==> config.mk <==
export PLATFORM = sky130hd
export DESIGN_NAME = mod_n_counter_flat
export DESIGN_NICKNAME = d
export VERILOG_FILES = /design/src/rtl/mod_n_counter_if.sv /design/src/rtl/mod_n_counter.sv /design/src/flat_wrapper.sv
export SDC_FILE = /design/constraint.sdc
export NUM_CORES = 1
export LEC_CHECK = 0
export ABC_AREA = 0
export CORE_MARGIN = 3
export CORE_UTILIZATION = 43
export DETAILED_ROUTE_END_ITERATION = 8
export GPL_ROUTABILITY_DRIVEN = 0
export GPL_TIMING_DRIVEN = 0
export PLACE_DENSITY = 0.86
export SETUP_SLACK_MARGIN = 0.1
export SKIP_LAST_GASP = 1
export SLEW_MARGIN = 20
export SYNTH_ARGS = -nofsm -noshare
export SYNTH_HDL_FRONTEND = slang
export SYNTH_SLANG_ARGS = --single-unit
==> constraint.sdc <==
create_clock -name clock -period 2.2 [get_ports clock]
set_input_delay 0.44 -clock clock [delete_from_list [all_inputs] [get_ports clock]]
set_output_delay 0.44 -clock clock [all_outputs]
set_load 0.03 [all_outputs]
==> src/rtl/mod_n_counter_if.sv <==
// Control and status bundle for mod_n_counter.
// Master drives the controls; slave (the counter) drives status.
interface mod_n_counter_if #(
    parameter int WIDTH = 4
);
    logic             clear;
    logic             load;
    logic [WIDTH-1:0] load_value;
    logic             increment;
    logic             decrement;
    logic [WIDTH-1:0] next_value;
    logic [WIDTH-1:0] counter;
    logic             at_zero;
    logic             at_max;
    logic             wrap;
    logic             load_error;

    modport master (
        output clear, load, load_value, increment, decrement,
        input  next_value, counter, at_zero, at_max, wrap, load_error
    );

    modport slave (
        input  clear, load, load_value, increment, decrement,
        output next_value, counter, at_zero, at_max, wrap, load_error
    );
endinterface

==> src/rtl/mod_n_counter.sv <==
// WIDTH-bit up/down counter over 0..MODULUS-1 with clear, load,
// wrap/saturate mode, registered flags and a look-ahead next value.
module mod_n_counter #(
    parameter int WIDTH    = 4,
    parameter int MODULUS  = 10,
    parameter bit SATURATE = 1'b0
) (
    input logic            clock,
    input logic            reset,
    mod_n_counter_if.slave bus
);
    localparam logic [WIDTH-1:0] MAX  = WIDTH'(MODULUS - 1);
    localparam logic [WIDTH-1:0] ZERO = '0;
    localparam logic [WIDTH-1:0] ONE  = WIDTH'(1);

    logic [WIDTH-1:0] counter_q, counter_d;
    logic             at_zero_q, at_zero_d;
    logic             at_max_q, at_max_d;
    logic             wrap_q, wrap_d;
    logic             load_error_q, load_error_d;

    // Next state: clear > load > single-direction step > hold.
    always_comb begin
        counter_d    = counter_q;
        wrap_d       = 1'b0;
        load_error_d = load_error_q;
        if (bus.clear) begin
            counter_d    = ZERO;
            load_error_d = 1'b0;
        end else if (bus.load) begin
            if (bus.load_value <= MAX) begin
                counter_d = bus.load_value;
            end else begin
                counter_d    = MAX;
                load_error_d = 1'b1;
            end
        end else if (bus.increment && !bus.decrement) begin
            if (counter_q == MAX) begin
                wrap_d    = 1'b1;
                counter_d = SATURATE ? MAX : ZERO;
            end else begin
                counter_d = counter_q + ONE;
            end
        end else if (bus.decrement && !bus.increment) begin
            if (counter_q == ZERO) begin
                wrap_d    = 1'b1;
                counter_d = SATURATE ? ZERO : MAX;
            end else begin
                counter_d = counter_q - ONE;
            end
        end
        // Flags come from the next value so they line up with counter.
        at_zero_d = (counter_d == ZERO);
        at_max_d  = (counter_d == MAX);
    end

    // State register with asynchronous active-high reset.
    always_ff @(posedge clock or posedge reset) begin
        if (reset) begin
            counter_q    <= ZERO;
            at_zero_q    <= 1'b1;
            at_max_q     <= 1'b0;
            wrap_q       <= 1'b0;
            load_error_q <= 1'b0;
        end else begin
            counter_q    <= counter_d;
            at_zero_q    <= at_zero_d;
            at_max_q     <= at_max_d;
            wrap_q       <= wrap_d;
            load_error_q <= load_error_d;
        end
    end

    assign bus.next_value = counter_d;
    assign bus.counter    = counter_q;
    assign bus.at_zero    = at_zero_q;
    assign bus.at_max     = at_max_q;
    assign bus.wrap       = wrap_q;
    assign bus.load_error = load_error_q;
endmodule
==> src/flat_wrapper.sv <==
// flat-port wrapper written by rule: the top's interface ports become plain ports
module mod_n_counter_flat 
#(
    parameter int WIDTH    = 4,
    parameter int MODULUS  = 10,
    parameter bit SATURATE = 1'b0
)
  (clock, reset, bus_clear, bus_load, bus_load_value, bus_increment, bus_decrement, bus_next_value, bus_counter, bus_at_zero, bus_at_max, bus_wrap, bus_load_error);
  mod_n_counter_if #(.WIDTH(WIDTH)) bus_i ();
  input logic clock;
  input logic reset;
  input wire logic [$bits(bus_i.clear)-1:0] bus_clear;
  input wire logic [$bits(bus_i.load)-1:0] bus_load;
  input wire logic [$bits(bus_i.load_value)-1:0] bus_load_value;
  input wire logic [$bits(bus_i.increment)-1:0] bus_increment;
  input wire logic [$bits(bus_i.decrement)-1:0] bus_decrement;
  output wire logic [$bits(bus_i.next_value)-1:0] bus_next_value;
  output wire logic [$bits(bus_i.counter)-1:0] bus_counter;
  output wire logic [$bits(bus_i.at_zero)-1:0] bus_at_zero;
  output wire logic [$bits(bus_i.at_max)-1:0] bus_at_max;
  output wire logic [$bits(bus_i.wrap)-1:0] bus_wrap;
  output wire logic [$bits(bus_i.load_error)-1:0] bus_load_error;
  assign bus_i.clear = bus_clear;
  assign bus_i.load = bus_load;
  assign bus_i.load_value = bus_load_value;
  assign bus_i.increment = bus_increment;
  assign bus_i.decrement = bus_decrement;
  assign bus_next_value = bus_i.next_value;
  assign bus_counter = bus_i.counter;
  assign bus_at_zero = bus_i.at_zero;
  assign bus_at_max = bus_i.at_max;
  assign bus_wrap = bus_i.wrap;
  assign bus_load_error = bus_i.load_error;
  mod_n_counter #(.WIDTH(WIDTH), .MODULUS(MODULUS), .SATURATE(SATURATE)) u_core (.clock(clock), .reset(reset), .bus(bus_i));
endmodule
==> flow_summary.json <==
{
  "cts-root-buf": "clkbuf_4",
  "syn_to_final_growth_pct": 67.2,
  "cts_tree": "yes",
  "drc": 0,
  "postSynthAreaPerCell_um2": 8.99,
  "cap_violations": 0,
  "maxSlewViolCount": 0,
  "drt_wl_total_um": 1960,
  "wl_per_cell_um": 16.3,
  "p_sw_mw": 0.198,
  "finalCriticalPeriod_ps": 2310,
  "synth_edf_count": 0,
  "antenna_cells": 0,
  "power.internal_mw": 0.358,
  "core_um2": 1330,
  "power.total_mw": 0.556,
  "ys_types": 39,
  "holdBufCountCts": 0,
  "ys_warn_count": 0,
  "htreeDepth": 1,
  "status": "finished, violations left",
  "grt_max_degree": 11,
  "path_delay_family": "compound AO/OA/AOI/OAI gates",
  "dp_hpwl_um": 1300,
  "period_share_pct": 105,
  "slowest_stage": "and2b_4",
  "async_flop_share_pct": 100,
  "dieArea_um2": 1960,
  "pwr-share-clk_pct": 21.5,
  "dp_cells": 104,
  "clkLatencyLatePin_ps": 250,
  "slowest_delay_ps": 370,
  "cts_buffers": 3,
  "drt-initial-drc-count": 5,
  "synth.cell_area_um2": 629,
  "swShare_pct": 35.6,
  "worst_slack_ps": -108,
  "postLayoutCoreUtil_pct": 78.9,
  "cp-start-kind": "input port",
  "cp_cell_sequence": "clkdlybuf4s15_1 > and2b_4 > o21ai_0 > o21ai_0 > a32o_2 > buf_4",
  "synthCells": 70,
  "p_per_area_nw_per_um2": 528,
  "die_h_um": 44.3,
  "slew_headroom_pct": 69.0,
  "drive_gt1_share_pct": 42.9,
  "placed_area_um2": 893,
  "violations": "setup timing",
  "io_pins": 22,
  "initial_core_util_pct": 47.2,
  "rsz0062_at_grt": "yes",
  "port_buffers": 19,
  "path_buf_inv": 2,
  "drtAntennaViolNets": 0,
  "cts_max_path_buffers": 2,
  "fill_cells": 83,
  "grt_first_pass_wirelength_um": 3080,
  "synth-seq-cells": 8,
  "fin_cells": 120,
  "critPathArrivalTime_ps": 1870,
  "min_path_type": "input port to async pin",
  "die_w_um": 44.3,
  "cp_max_fo": 7,
  "clk_pin_slew_ps": 60,
  "finalSetupViolations": 4,
  "vias": 669,
  "first_pass_iters": 4,
  "p_leak_nw": 0.456,
  "design_area_um2": 1050,
  "skew_ps": 3.77,
  "seqCellArea_um2": 204,
  "track_usage_pct": 21.2,
  "worst_path_most_repeated_cell": "o21ai_0",
  "tightest_slew_ps": 464,
  "rows": 13,
  "final_hold_viol_count": 0,
  "fmax_mhz": 433,
  "multiInputGateArea_um2": 479,
  "ys_seq_area_share_pct": 32.0,
  "ir_drop_v": 0.000485,
  "nets": 119,
  "clock-sinks": 8,
  "antenna_found_initial": 0,
  "cp.required_ps": 1760,
  "whs_ps": 443,
  "comb_power_share_pct": 47.0,
  "criticalPathCategory": "input port to primary output",
  "overflow": 0,
  "grt_pass1_vias": 698,
  "end_kind": "primary output",
  "synth_nets": 83,
  "synth-main-ff-cell": "dfrtp_1",
  "vias_per_cell": 5.58,
  "p_seq_share_pct": 31.5
}
==> placed cells by master (no fill, tap or decap), types with 3 or more instances in the layout <==
cell / netlist / final
buf_4: 1 / 13
buf_6: 0 / 4
clkbuf_4: 0 / 3
clkdlybuf4s50_1: 0 / 13
dfrtp_1: 7 / 5
inv_1: 6 / 4
nor2_1: 6 / 6
o21ai_0: 3 / 3
==> power groups by stage <==
stage                     logic, mW  registers (mW)  clock network (mW)
after detailed placement      0.207           0.179                   0
after global routing          0.277           0.177               0.127
final                         0.261           0.175               0.119
after floorplan               0.108           0.201                   0
after global placement        0.203           0.178                   0
after CTS                     0.238           0.173               0.123
==> worst reg2reg max path: stages (launching register included) <==
cell and delay (ps):
dfrtp_2 410, inv_2 60, ha_4 160, nor2b_4 130, or4_4 400, o211ai_1 140, o21ai_2 120, buf_4 160
nor4_1 310
==> routing by layer <==
metal  up-vias  share of wire, %  global-route usage, %
met5         -                 0                      0
met1       329                42                   27.8
met3         2               3.7                   2.85
li1        321                 -                      -
met4         0              0.77                   10.8
met2        17                54                   34.0
==> synth_stat cells, types with 2 or more instances <==
master	n	area share [%]
dfrtp_1	7	28
inv_1	6	3.6
nor2_1	6	3.6
nand2_1	4	2.4
ha_1	3	6.0
nor3_1	3	2.4
o21ai_0	3	2.4
a21oi_1	2	1.6
a31oi_1	2	2.0
nand3_1	2	1.6
nor3b_1	2	2.4
nor4_1	2	2.0
o211ai_1	2	2.4
==> what timing repair did <==
item,CTS,global route
pin swaps,7,5
resized for setup,34,8
hold endpoints to repair,0,0
setup endpoints to repair,4,4
cloned,0,0
setup buffers,9,3
==> per-stage QoR <==
stage                     worst slack, ps  setup TNS [ps]
final                                -108            -241
after floorplan                       118               0
after detailed placement             -950           -3500
after global placement               -911           -3320
after CTS                           -44.7            -102
after global routing                 -157            -514
==> worst paths after layout <==
check	from	end	slack (ps)	cells past startpoint
setup / recovery	bus_increment	bus_next_value[1]	-110	6
max in group asynchronous	reset	u_core.bus.at_zero	1470	2
setup reg to reg	u_core.bus.counter[0]	u_core.bus.at_zero	200	8
min in group clock	u_core.bus.load_error	u_core.bus.load_error	540	2
hold reg to reg	u_core.bus.load_error	u_core.bus.load_error	540	2
hold / removal	reset	u_core.bus.counter[3]	440	2
==> sequential cells by signal, summed over array words and instances, names as in the netlist <==
name and cells:
u_core.bus.at_max 1, u_core.bus.counter 4, u_core.bus.wrap 1, u_core.bus.load_error 1
u_core.bus.at_zero 1
==> cells by family (layout without fill, tap and decap cells) <==
logic type | count (synthesis) | in the layout | synth area share, %
buffers and inverters | 9 | 44 | 5.96
DFF | 8 | 8 | 32.0
and+or+nand+nor | 30 | 30 | 31.2
adders and majority gates | 4 | 4 | 7.56
xor gates and xnor gates | 2 | 2 | 2.78
AOI/OAI and AO/OA | 17 | 17 | 20.5
==> final cells by class <==
type,count,share of cell area [%]
Sequential cell,8,19.4
Inverter,6,2.14
Tap cell,15,1.78
Timing Repair Buffer,31,27.2
Clock buffer,4,2.50
Buffer,3,1.43
Multi-Input combinational cell,53,45.5
(Power assumes the default switching activity.)
